--- config.mk ---
export PLATFORM = sky130hd
export DESIGN_NAME = glitch_sweep_ctrl_flat
export DESIGN_NICKNAME = d
export VERILOG_FILES = /design/src/rtl/glitch_sweep_ctrl_if.sv /design/src/rtl/glitch_sweep_ctrl.sv /design/src/flat_wrapper.sv
export SDC_FILE = /design/constraint.sdc
export NUM_CORES = 1
export LEC_CHECK = 0
export ABC_AREA = 1
export BUFFER_PORTS_ARGS = -buffer_cell sky130_fd_sc_hd__buf_2
export CAP_MARGIN = 20
export CORE_MARGIN = 2
export CORE_UTILIZATION = 60
export DETAILED_ROUTE_END_ITERATION = 12
export GPL_TIMING_DRIVEN = 1
export PLACE_DENSITY_LB_ADDON = 0.12
export SLEW_MARGIN = 40
export SYNTH_ARGS = -nofsm -noshare
export SYNTH_HDL_FRONTEND = slang
export SYNTH_SLANG_ARGS = --single-unit
--- constraint.sdc ---
create_clock -name clk -period 4.45 [get_ports clk]
set_input_delay 0.2225 -clock clk [delete_from_list [all_inputs] [get_ports clk]]
set_output_delay 0.2225 -clock clk [all_outputs]
set_load 0.005 [all_outputs]
--- src/rtl/glitch_sweep_ctrl_if.sv ---
// glitch_sweep_ctrl_if: control/status and engine handshake bundle for the sweep sequencer
interface glitch_sweep_ctrl_if;
  logic start;
  logic abort;
  logic engine_done;
  logic hit;
  logic arm;
  logic [31:0] delay_count;
  logic [31:0] gwidth_count;
  logic busy;
  logic finished;
  logic found;
  logic [31:0] hit_delay;
  logic [31:0] hit_width;
  logic [31:0] attempt_count;
  logic timeout;
  modport master (
    output start, abort, engine_done, hit,
    input  arm, delay_count, gwidth_count, busy, finished, found,
    input  hit_delay, hit_width, attempt_count, timeout
  );
  modport slave (
    input  start, abort, engine_done, hit,
    output arm, delay_count, gwidth_count, busy, finished, found,
    output hit_delay, hit_width, attempt_count, timeout
  );
endinterface

--- src/rtl/glitch_sweep_ctrl.sv ---
// glitch_sweep_ctrl: delay x width glitch sweep sequencer; GLITCH_SWEEP_TIMEOUT_EN adds a WAIT_DONE watchdog
module glitch_sweep_ctrl #(
  parameter logic [31:0] DELAY_MIN     = 32'd1000,
  parameter logic [31:0] DELAY_MAX     = 32'd100000,
  parameter logic [31:0] DELAY_STEP    = 32'd1000,
  parameter logic [31:0] WIDTH_MIN     = 32'd2,
  parameter logic [31:0] WIDTH_MAX     = 32'd204,
  parameter logic [31:0] WIDTH_STEP    = 32'd2,
  parameter logic [15:0] REPEAT        = 16'd4,
  parameter logic [31:0] SETTLE_CYCLES = 32'd1024,
`ifdef GLITCH_SWEEP_TIMEOUT_EN
  parameter logic [31:0] TIMEOUT_CYCLES = 32'd408_000_000,
`endif
  parameter bit          STOP_ON_HIT   = 1'b1
) (
  input logic clk,
  input logic rst,
  glitch_sweep_ctrl_if.slave bus
);
  typedef enum logic [2:0] {IDLE, LOAD, ARM, WAIT_DONE, SETTLE, CHECK, NEXT, DONE} state_t;
  localparam bit DEGEN = (WIDTH_MIN > WIDTH_MAX) || (DELAY_MIN > DELAY_MAX);
  state_t state_q, state_n;
  logic arm_q, busy_q, fin_q, found_q, found_n;
  logic [31:0] delay_q, delay_n, width_q, width_n, hd_q, hd_n, hw_q, hw_n;
  logic [31:0] att_q, att_n, att_inc, set_q, set_n;
  logic [15:0] rep_q, rep_n;
  logic [32:0] w_nx, d_nx;
`ifdef GLITCH_SWEEP_TIMEOUT_EN
  logic [31:0] wd_q, wd_n;
  logic to_q, to_n;
  assign bus.timeout = to_q;
`else
  assign bus.timeout = 1'b0;
`endif
  assign att_inc = &att_q ? att_q : att_q + 32'd1;
  assign w_nx = {1'b0, width_q} + {1'b0, WIDTH_STEP};
  assign d_nx = {1'b0, delay_q} + {1'b0, DELAY_STEP};
  assign bus.arm = arm_q;
  assign bus.busy = busy_q;
  assign bus.finished = fin_q;
  assign bus.found = found_q;
  assign bus.delay_count = delay_q;
  assign bus.gwidth_count = width_q;
  assign bus.hit_delay = hd_q;
  assign bus.hit_width = hw_q;
  assign bus.attempt_count = att_q;
  // state and datapath registers; arm/busy/finished are registered decodes of the next state
  always_ff @(posedge clk) begin
    if (rst) begin
      state_q <= IDLE;
      arm_q <= 1'b0;
      busy_q <= 1'b0;
      fin_q <= 1'b0;
      found_q <= 1'b0;
      delay_q <= DELAY_MIN;
      width_q <= WIDTH_MIN;
      hd_q <= '0;
      hw_q <= '0;
      att_q <= '0;
      set_q <= '0;
      rep_q <= '0;
`ifdef GLITCH_SWEEP_TIMEOUT_EN
      wd_q <= '0;
      to_q <= 1'b0;
`endif
    end else begin
      state_q <= state_n;
      arm_q <= state_n == ARM;
      busy_q <= state_n inside {LOAD, ARM, WAIT_DONE, SETTLE, CHECK, NEXT};
      fin_q <= state_n == DONE;
      found_q <= found_n;
      delay_q <= delay_n;
      width_q <= width_n;
      hd_q <= hd_n;
      hw_q <= hw_n;
      att_q <= att_n;
      set_q <= set_n;
      rep_q <= rep_n;
`ifdef GLITCH_SWEEP_TIMEOUT_EN
      wd_q <= wd_n;
      to_q <= to_n;
`endif
    end
  end
  // next-state and datapath updates; abort overrides everything and freezes the status registers
  always_comb begin
    state_n = state_q;
    found_n = found_q;
    delay_n = delay_q;
    width_n = width_q;
    hd_n = hd_q;
    hw_n = hw_q;
    att_n = att_q;
    set_n = set_q;
    rep_n = rep_q;
`ifdef GLITCH_SWEEP_TIMEOUT_EN
    wd_n = wd_q;
    to_n = to_q;
`endif
    if (bus.abort) begin
      state_n = IDLE;
    end else begin
      case (state_q)
        IDLE, DONE: begin
          if (bus.start) begin
            state_n = LOAD;
            found_n = 1'b0;
            att_n = '0;
`ifdef GLITCH_SWEEP_TIMEOUT_EN
            to_n = 1'b0;
`endif
          end
        end
        LOAD: begin
          state_n = ARM;
          delay_n = DELAY_MIN;
          width_n = WIDTH_MIN;
          rep_n = '0;
        end
        ARM: begin
          state_n = WAIT_DONE;
`ifdef GLITCH_SWEEP_TIMEOUT_EN
          wd_n = '0;
`endif
        end
        WAIT_DONE: begin
          if (bus.engine_done) begin
            state_n = SETTLE_CYCLES == 32'd0 ? CHECK : SETTLE;
            set_n = '0;
          end
`ifdef GLITCH_SWEEP_TIMEOUT_EN
          else if ({1'b0, wd_q} + 33'd1 >= {1'b0, TIMEOUT_CYCLES}) begin
            state_n = NEXT;
            to_n = 1'b1;
            att_n = att_inc;
          end else begin
            wd_n = wd_q + 32'd1;
          end
`endif
        end
        SETTLE: begin
          state_n = set_q == SETTLE_CYCLES - 32'd1 ? CHECK : SETTLE;
          set_n = set_q + 32'd1;
        end
        CHECK: begin
          att_n = att_inc;
          state_n = bus.hit && STOP_ON_HIT ? DONE : NEXT;
          if (bus.hit) begin
            found_n = 1'b1;
            hd_n = delay_q;
            hw_n = width_q;
          end
        end
        NEXT: begin
          if ({1'b0, rep_q} + 17'd1 < {1'b0, REPEAT}) begin
            rep_n = rep_q + 16'd1;
            state_n = ARM;
          end else begin
            rep_n = '0;
            if (DEGEN) begin
              state_n = DONE;
            end else if (w_nx <= {1'b0, WIDTH_MAX}) begin
              width_n = w_nx[31:0];
              state_n = ARM;
            end else begin
              width_n = WIDTH_MIN;
              state_n = d_nx <= {1'b0, DELAY_MAX} ? ARM : DONE;
              delay_n = d_nx <= {1'b0, DELAY_MAX} ? d_nx[31:0] : delay_q;
            end
          end
        end
        default: state_n = IDLE;
      endcase
    end
  end
endmodule

--- src/flat_wrapper.sv ---
// flat-port wrapper written by rule: the top's interface ports become plain ports
module glitch_sweep_ctrl_flat 
#(
  parameter logic [31:0] DELAY_MIN     = 32'd1000,
  parameter logic [31:0] DELAY_MAX     = 32'd100000,
  parameter logic [31:0] DELAY_STEP    = 32'd1000,
  parameter logic [31:0] WIDTH_MIN     = 32'd2,
  parameter logic [31:0] WIDTH_MAX     = 32'd204,
  parameter logic [31:0] WIDTH_STEP    = 32'd2,
  parameter logic [15:0] REPEAT        = 16'd4,
  parameter logic [31:0] SETTLE_CYCLES = 32'd1024,

  parameter bit          STOP_ON_HIT   = 1'b1
)
  (clk, rst, bus_start, bus_abort, bus_engine_done, bus_hit, bus_arm, bus_delay_count, bus_gwidth_count, bus_busy, bus_finished, bus_found, bus_hit_delay, bus_hit_width, bus_attempt_count, bus_timeout);
  glitch_sweep_ctrl_if bus_i ();
  input logic clk;
  input logic rst;
  input wire logic [$bits(bus_i.start)-1:0] bus_start;
  input wire logic [$bits(bus_i.abort)-1:0] bus_abort;
  input wire logic [$bits(bus_i.engine_done)-1:0] bus_engine_done;
  input wire logic [$bits(bus_i.hit)-1:0] bus_hit;
  output wire logic [$bits(bus_i.arm)-1:0] bus_arm;
  output wire logic [$bits(bus_i.delay_count)-1:0] bus_delay_count;
  output wire logic [$bits(bus_i.gwidth_count)-1:0] bus_gwidth_count;
  output wire logic [$bits(bus_i.busy)-1:0] bus_busy;
  output wire logic [$bits(bus_i.finished)-1:0] bus_finished;
  output wire logic [$bits(bus_i.found)-1:0] bus_found;
  output wire logic [$bits(bus_i.hit_delay)-1:0] bus_hit_delay;
  output wire logic [$bits(bus_i.hit_width)-1:0] bus_hit_width;
  output wire logic [$bits(bus_i.attempt_count)-1:0] bus_attempt_count;
  output wire logic [$bits(bus_i.timeout)-1:0] bus_timeout;
  assign bus_i.start = bus_start;
  assign bus_i.abort = bus_abort;
  assign bus_i.engine_done = bus_engine_done;
  assign bus_i.hit = bus_hit;
  assign bus_arm = bus_i.arm;
  assign bus_delay_count = bus_i.delay_count;
  assign bus_gwidth_count = bus_i.gwidth_count;
  assign bus_busy = bus_i.busy;
  assign bus_finished = bus_i.finished;
  assign bus_found = bus_i.found;
  assign bus_hit_delay = bus_i.hit_delay;
  assign bus_hit_width = bus_i.hit_width;
  assign bus_attempt_count = bus_i.attempt_count;
  assign bus_timeout = bus_i.timeout;
  glitch_sweep_ctrl #(.DELAY_MIN(DELAY_MIN), .DELAY_MAX(DELAY_MAX), .DELAY_STEP(DELAY_STEP), .WIDTH_MIN(WIDTH_MIN), .WIDTH_MAX(WIDTH_MAX), .WIDTH_STEP(WIDTH_STEP), .REPEAT(REPEAT), .SETTLE_CYCLES(SETTLE_CYCLES), .STOP_ON_HIT(STOP_ON_HIT)) u_core (.clk(clk), .rst(rst), .bus(bus_i));
endmodule
* Yosys cells after proc, flatten, opt, wreduce, memory -nomap -nowiden
Index checks and enable logic that the tools add are counted.
** Cells by class
- Eq/ne operators :: 22
- Order comparisons :: 3
- Reduce and logical (&&, ||, !) cells :: 14
- Bitwise logic cells :: 1
- Mux-type cells :: 26
- Add/subtract/negate cells :: 6
** Operator list (count)
- $mux W32 :: 8
- $pmux W32 S2 :: 4
- $add A32 B1 Y32 const B :: 2
- $add A32 B10 Y33 const B :: 1
- $add A32 B2 Y33 const B :: 1
- $le A33 B17 Y1 const B :: 1
- $le A33 B8 Y1 const B :: 1
- $eq A32 B10 Y1 const B :: 1
- $pmux W16 S2 :: 1
- $reduce_and A32 Y1 :: 1
- $eq A3 B3 Y1 const B :: 8
- $pmux W3 S7 :: 1
- $mux W3 :: 6
- $add A16 B1 Y17 const B :: 1
- $lt A17 B3 Y1 const B :: 1
- $add A16 B1 Y16 const B :: 1
- $mux W16 :: 1
- $eq A3 B2 Y1 const B :: 4
- $ne A2 B2 Y1 const B :: 6
- $reduce_and A3 Y1 :: 3
- $reduce_and A4 Y1 :: 2
- $eq A3 B1 Y1 const B :: 2
- $reduce_bool A2 Y1 :: 3
- $reduce_bool A6 Y1 :: 1
- other kinds (8) :: 11
** Word-level totals
- Register bits after elaboration :: 215
- Input bits :: 6
- Output and inout port bits :: 165

* Logic depth before layout (Yosys ltp)
- Depth after elaboration :: 9
- Mapped depth :: 20

* Worst setup path after synthesis
No wires, ideal clock.
- Kind :: register to register
- Start point :: reg u_core.width_q[2] (netlist: u_core.bus.gwidth_count[2])
- End point :: reg u_core.delay_q[5] (netlist: u_core.bus.delay_count[5])
- Path buffers :: 1
- Path slack :: 2228 ps
- Setup time :: 129 ps
- Arrival :: 2092 ps
- Period minus slack after synthesis :: 2222 ps
- Cell stages (with the launch flop) :: 18
- Cell sequence :: dfxtp_1 ha_1 nand2_2 nor2_4 nand3_2 nor2_2 nand2_1 nand2_1 nand2_1 nor3_1 nand3_1 nor2_2 nand2_2 nand3_4 inv_2 buf_6 o21ai_2 nand3_1
** Between the ends
- Word-level cells in the longest chain between the ends :: 4
** Ends and longest elaborated chain
- start: declaration :: RTL line glitch_sweep_ctrl.sv:24 : logic [31:0] delay_q, delay_n, width_q, width_n, hd_q, hd_n, hw_q, hw_n;
- start signal: assignment :: RTL line glitch_sweep_ctrl.sv:73 : width_q <= width_n;
- $add A32 B2 Y33 :: RTL line glitch_sweep_ctrl.sv:36 : assign w_nx = {1'b0, width_q} + {1'b0, WIDTH_STEP};
- $le A33 B8 Y1 :: RTL line glitch_sweep_ctrl.sv:162 : end else if (w_nx <= {1'b0, WIDTH_MAX}) begin
- $ne A2 B2 Y1 (no line)
- $reduce_and A5 Y1 (no line)
- end signal: assignment :: RTL line glitch_sweep_ctrl.sv:72 : delay_q <= delay_n;
- end: declaration :: RTL line glitch_sweep_ctrl.sv:24
Every way passes these cells.
A chain may end at the register's enable or synchronous reset.

* Worst setup path in the final report
- Start point :: reg u_core.state_q[1]
- End point :: reg u_core.delay_q[4] (netlist: u_core.bus.delay_count[4])
** Between the ends
- Word-level cells in the longest chain between the ends :: 3
** Ends and longest elaborated chain
- start: declaration :: RTL line glitch_sweep_ctrl.sv:22 : state_t state_q, state_n;
- start signal: assignment :: RTL line glitch_sweep_ctrl.sv:67 : state_q <= state_n;
- $eq A3 B3 Y1 or $eq A3 B1 Y1 (tied branches) :: RTL line glitch_sweep_ctrl.sv:103 : case (state_q)
- $ne A2 B2 Y1 (no line) (tied with other cells)
- $reduce_and A5 Y1 (no line)
Parallel ways exist; a longest one is shown, timed or not.

==> impl_results.md <==
* Status: complete, no violations
* Antenna diodes at 0
* Clk buf depth at 3
* Reg2Reg Depth at 13
* Number of H-tree levels at 1
* Most area-consuming cells after synthesis: dfxtp_1 38%, nand2_1 13%, nor2_1 6.8%, inv_1 6.1%, a21oi_1 5.7%
* Setup Crit Path Kind: register to register
* Max-slew headroom at between 50% and 60%
* Largest area contributor in the netlist: dfxtp_1
* Crit path max-delay cell type: inv_2
* RSZ-0062 raised after global routing: false
* Max-slew violations at 0
* Power per cell area at approximately 300 nW/um^2
* Mapped Area at about 11,000 sq um
* Commonest cells in the netlist: 381 x nand2_1, 207 x dfxtp_1, 198 x nor2_1
* Vias/cell at between 5 and 6
* Die Wd at 139 microns
* Final Hold Fails at 0
* CTS tree: built
* Yosys reg bits at 207
* Share of synthesized registers carrying an async set or reset at 0%
* Crit path top cell by count: nand2_1
* Final setup vio count at 0
* Flop2flop setup slack at about 980 ps
* # resized after CTS at 0
* Hold path start: bus_abort
* Placed cell area at roughly 12,000 sq um
* Final Cell Area at between 10,000 and 15,000 sq um
* Max Cap Viol at 0
* Pin count of the biggest net entering global routing at roughly 120
* CTS buffer count at 23
* Place WS at approximately 1000 ps
* Cts hold-fix bufs at 0
* VDD IR max at just under 0.4 mV
* CTS root buf: clkbuf_16
* Seq/Total Area, Yosys at around two fifths
* Clk_lat worst skew at a little over 500 ps
* Final worst slack at around 1000 ps
* Initial Utilization at roughly three fifths
* Layout net count at roughly 1.8k
* Die height at between 100 and 150 microns
* Crit-path cells: inv_2 > nor3_4 > inv_1 > nand2_1 > nand2_1 > inv_1 > nand2_2 > inv_2 > nand3_4 > inv_2 > nand2_1 > nand2_1 > nor2_1
* Setup TNS at 0 ps
* Yosys warns at 0
* Worst hold path type: input pin to register
* Overall power at approximately 3.8 mW
* DR vias at between 10k and 15k
* Post-route ant nets at 0
* Crit path buf inv count at 5
* Crit path DAT at a little under 4000 ps
* Post-synth cell types at 46
* Crit path capture type: register
* Clock transition at path regs at ~60 ps
* Worst min-delay path endpoint: u_core.rep_q[1]
* DIE AREA at just under 20,000 sq um
* Area Overhead vs Synth at 13.9%
* Share of cells above drive strength 1 at between 10% and 20%
* CP max FO at 23
* EDFF count, synth at 0
* Worst R2R End: u_core.bus.delay_count[4]
* I/O Buffers at ~160
* Global-route wire length before repair at about 47 mm
* # rows at 49
* Post-CTS Setup Repair Bufs at 0
* Cell family with most CP delay: buffers and inverters
* Pre-Repair DR Iteration Count at 8
* Slew @ Worst Pin at 736 ps
* Final period util at slightly below 80%
* Vias in the first global route at 10.1k
* Cells after Synth at 1,626
* Cell with the most instances after synthesis: nand2_1
* Min Tclk post-route at 3470 ps
* Synth top area share at 38.0%
* Initial antenna violation count at 0
* Crit-path max cell delay at between 500 and 600 ps
* CORE AREA at approximately 18,000 sq um
* Hold depth at 4
* Grt total ovfl at 0
* Wirelength, routed at roughly 28 mm
* DP Wirelength at between 20 and 25 mm
* WL per Instance at ~14 microns
* FMAX at roughly 0.29 GHz
* Startpoint Class: register
* Worst r2r src: u_core.state_q[1]
* Total global-route track usage at between 20% and 30%
* Pleak at around 5.3 nW
* DRT iter0 DRCs at 742
* Main synth FF type: dfxtp_1
* GP Congestion at slightly above 0.9
* Mean Syn Cell Area at about 6.7 sq um
* Boundary Pins at around 170
* Critical path required time at 4830 ps
* DRC errors left at 0
* CTS Sinks at 207
* Post-Place Cells at approximately 2.0k
* Post-route insts no fill at ~2k
* Clock skew at 8.91 ps
==> per-layer routing <==
metal	track usage (%)	wire length, microns	vias up
met5	0	0	-
met4	11.0	867	0
met3	4.52	1950	61
met2	47.5	13000	380
met1	38.0	12500	4975
li1	-	-	5579
==> state kept, by name, summed over array words and instances (netlist names) <==
register                  cells
u_core.bus.arm                1
u_core.set_q                 32
u_core.bus.finished           1
u_core.bus.busy               1
u_core.bus.delay_count       29
u_core.bus.gwidth_count      31
u_core.bus.attempt_count     32
u_core.bus.hit_delay         29
u_core.bus.found              1
u_core.rep_q                 16
u_core.state_q                3
u_core.bus.hit_width         31
==> placed cells by master, fill, tap and decap left out, drive strengths merged <==
cell and instances:
inv 189, o21a 1, or2 2, o21ai 111
nand2 392, nor4 23, ha 5, nor3 94
clkinvlp 1, nor3b 3, nand3 94, a221oi 1
nand4 45, clkbuf 29, conb 9, nor4b 1
and2 1, a211oi 4, o41ai 1, clkinv 4
xnor2 7, dfxtp 207, buf 165, a31oi 4
xor2 29, a21oi 126, o32ai 1, nor2 226
==> worst max-delay path by stage <==
stage | cells past startpoint | start | to
4_1_cts | 13 | u_core.state_q[1] | u_core.bus.delay_count[4]
3_3_place_gp | 13 | u_core.state_q[1] | u_core.bus.delay_count[4]
5_1_grt | 13 | u_core.state_q[1] | u_core.bus.delay_count[4]
3_5_place_dp | 13 | u_core.state_q[1] | u_core.bus.delay_count[4]
6_report | 13 | u_core.state_q[1] | u_core.bus.delay_count[4]
2_1_floorplan | 17 | u_core.bus.gwidth_count[2] | u_core.bus.delay_count[5]
==> cell families after synthesis <==
kind of cell               synth area share, %
AOI/OAI and AO/OA                         11.9
DFF                                       38.0
and+or+nand+nor                           37.2
adders and majority gates                0.574
xor gates and xnor gates                  2.89
buffers and inverters                     9.32
other                                   0.0344
==> power breakdown <==
group / leakage [nW] / switching, mW / total [mW] / internal (mW)
logic: 3.27 / 0.129 / 0.175 / 0.0467
registers: 1.67 / 0.0182 / 1.89 / 1.87
clock network: 0.319 / 0.721 / 1.69 / 0.968
total: 5.26 / 0.868 / 3.75 / 2.88
==> final cells by class <==
type                       count  area [sq um]
fill                        1601          5490
inverter                     189           714
tap                          229           287
sequential                   207          4140
clock buffer                  29           618
clock inverter                 5          31.3
multi-input combinational   1180          5770
timing repair buffer         165           843
==> stage by stage <==
step / util (%) / hold WS (ps)
after CTS: 69.3 / 126
after global placement: 65.6 / 443
after detailed placement: 65.7 / 457
final: 69.3 / 145
after global routing: 69.3 / 159
after floorplan: - / 388
==> worst register-to-register path, stage by stage (launching register included) <==
cell     delay, ps
dfxtp_1        390
inv_2          100
nor3_4         370
inv_1          360
nand2_1        130
nand2_1        140
inv_1          350
nand2_2        180
inv_2          290
nand3_4        280
inv_2          510
nand2_1        110
nand2_1         90
nor2_1          40
Power figures use the tool's default switching activity.
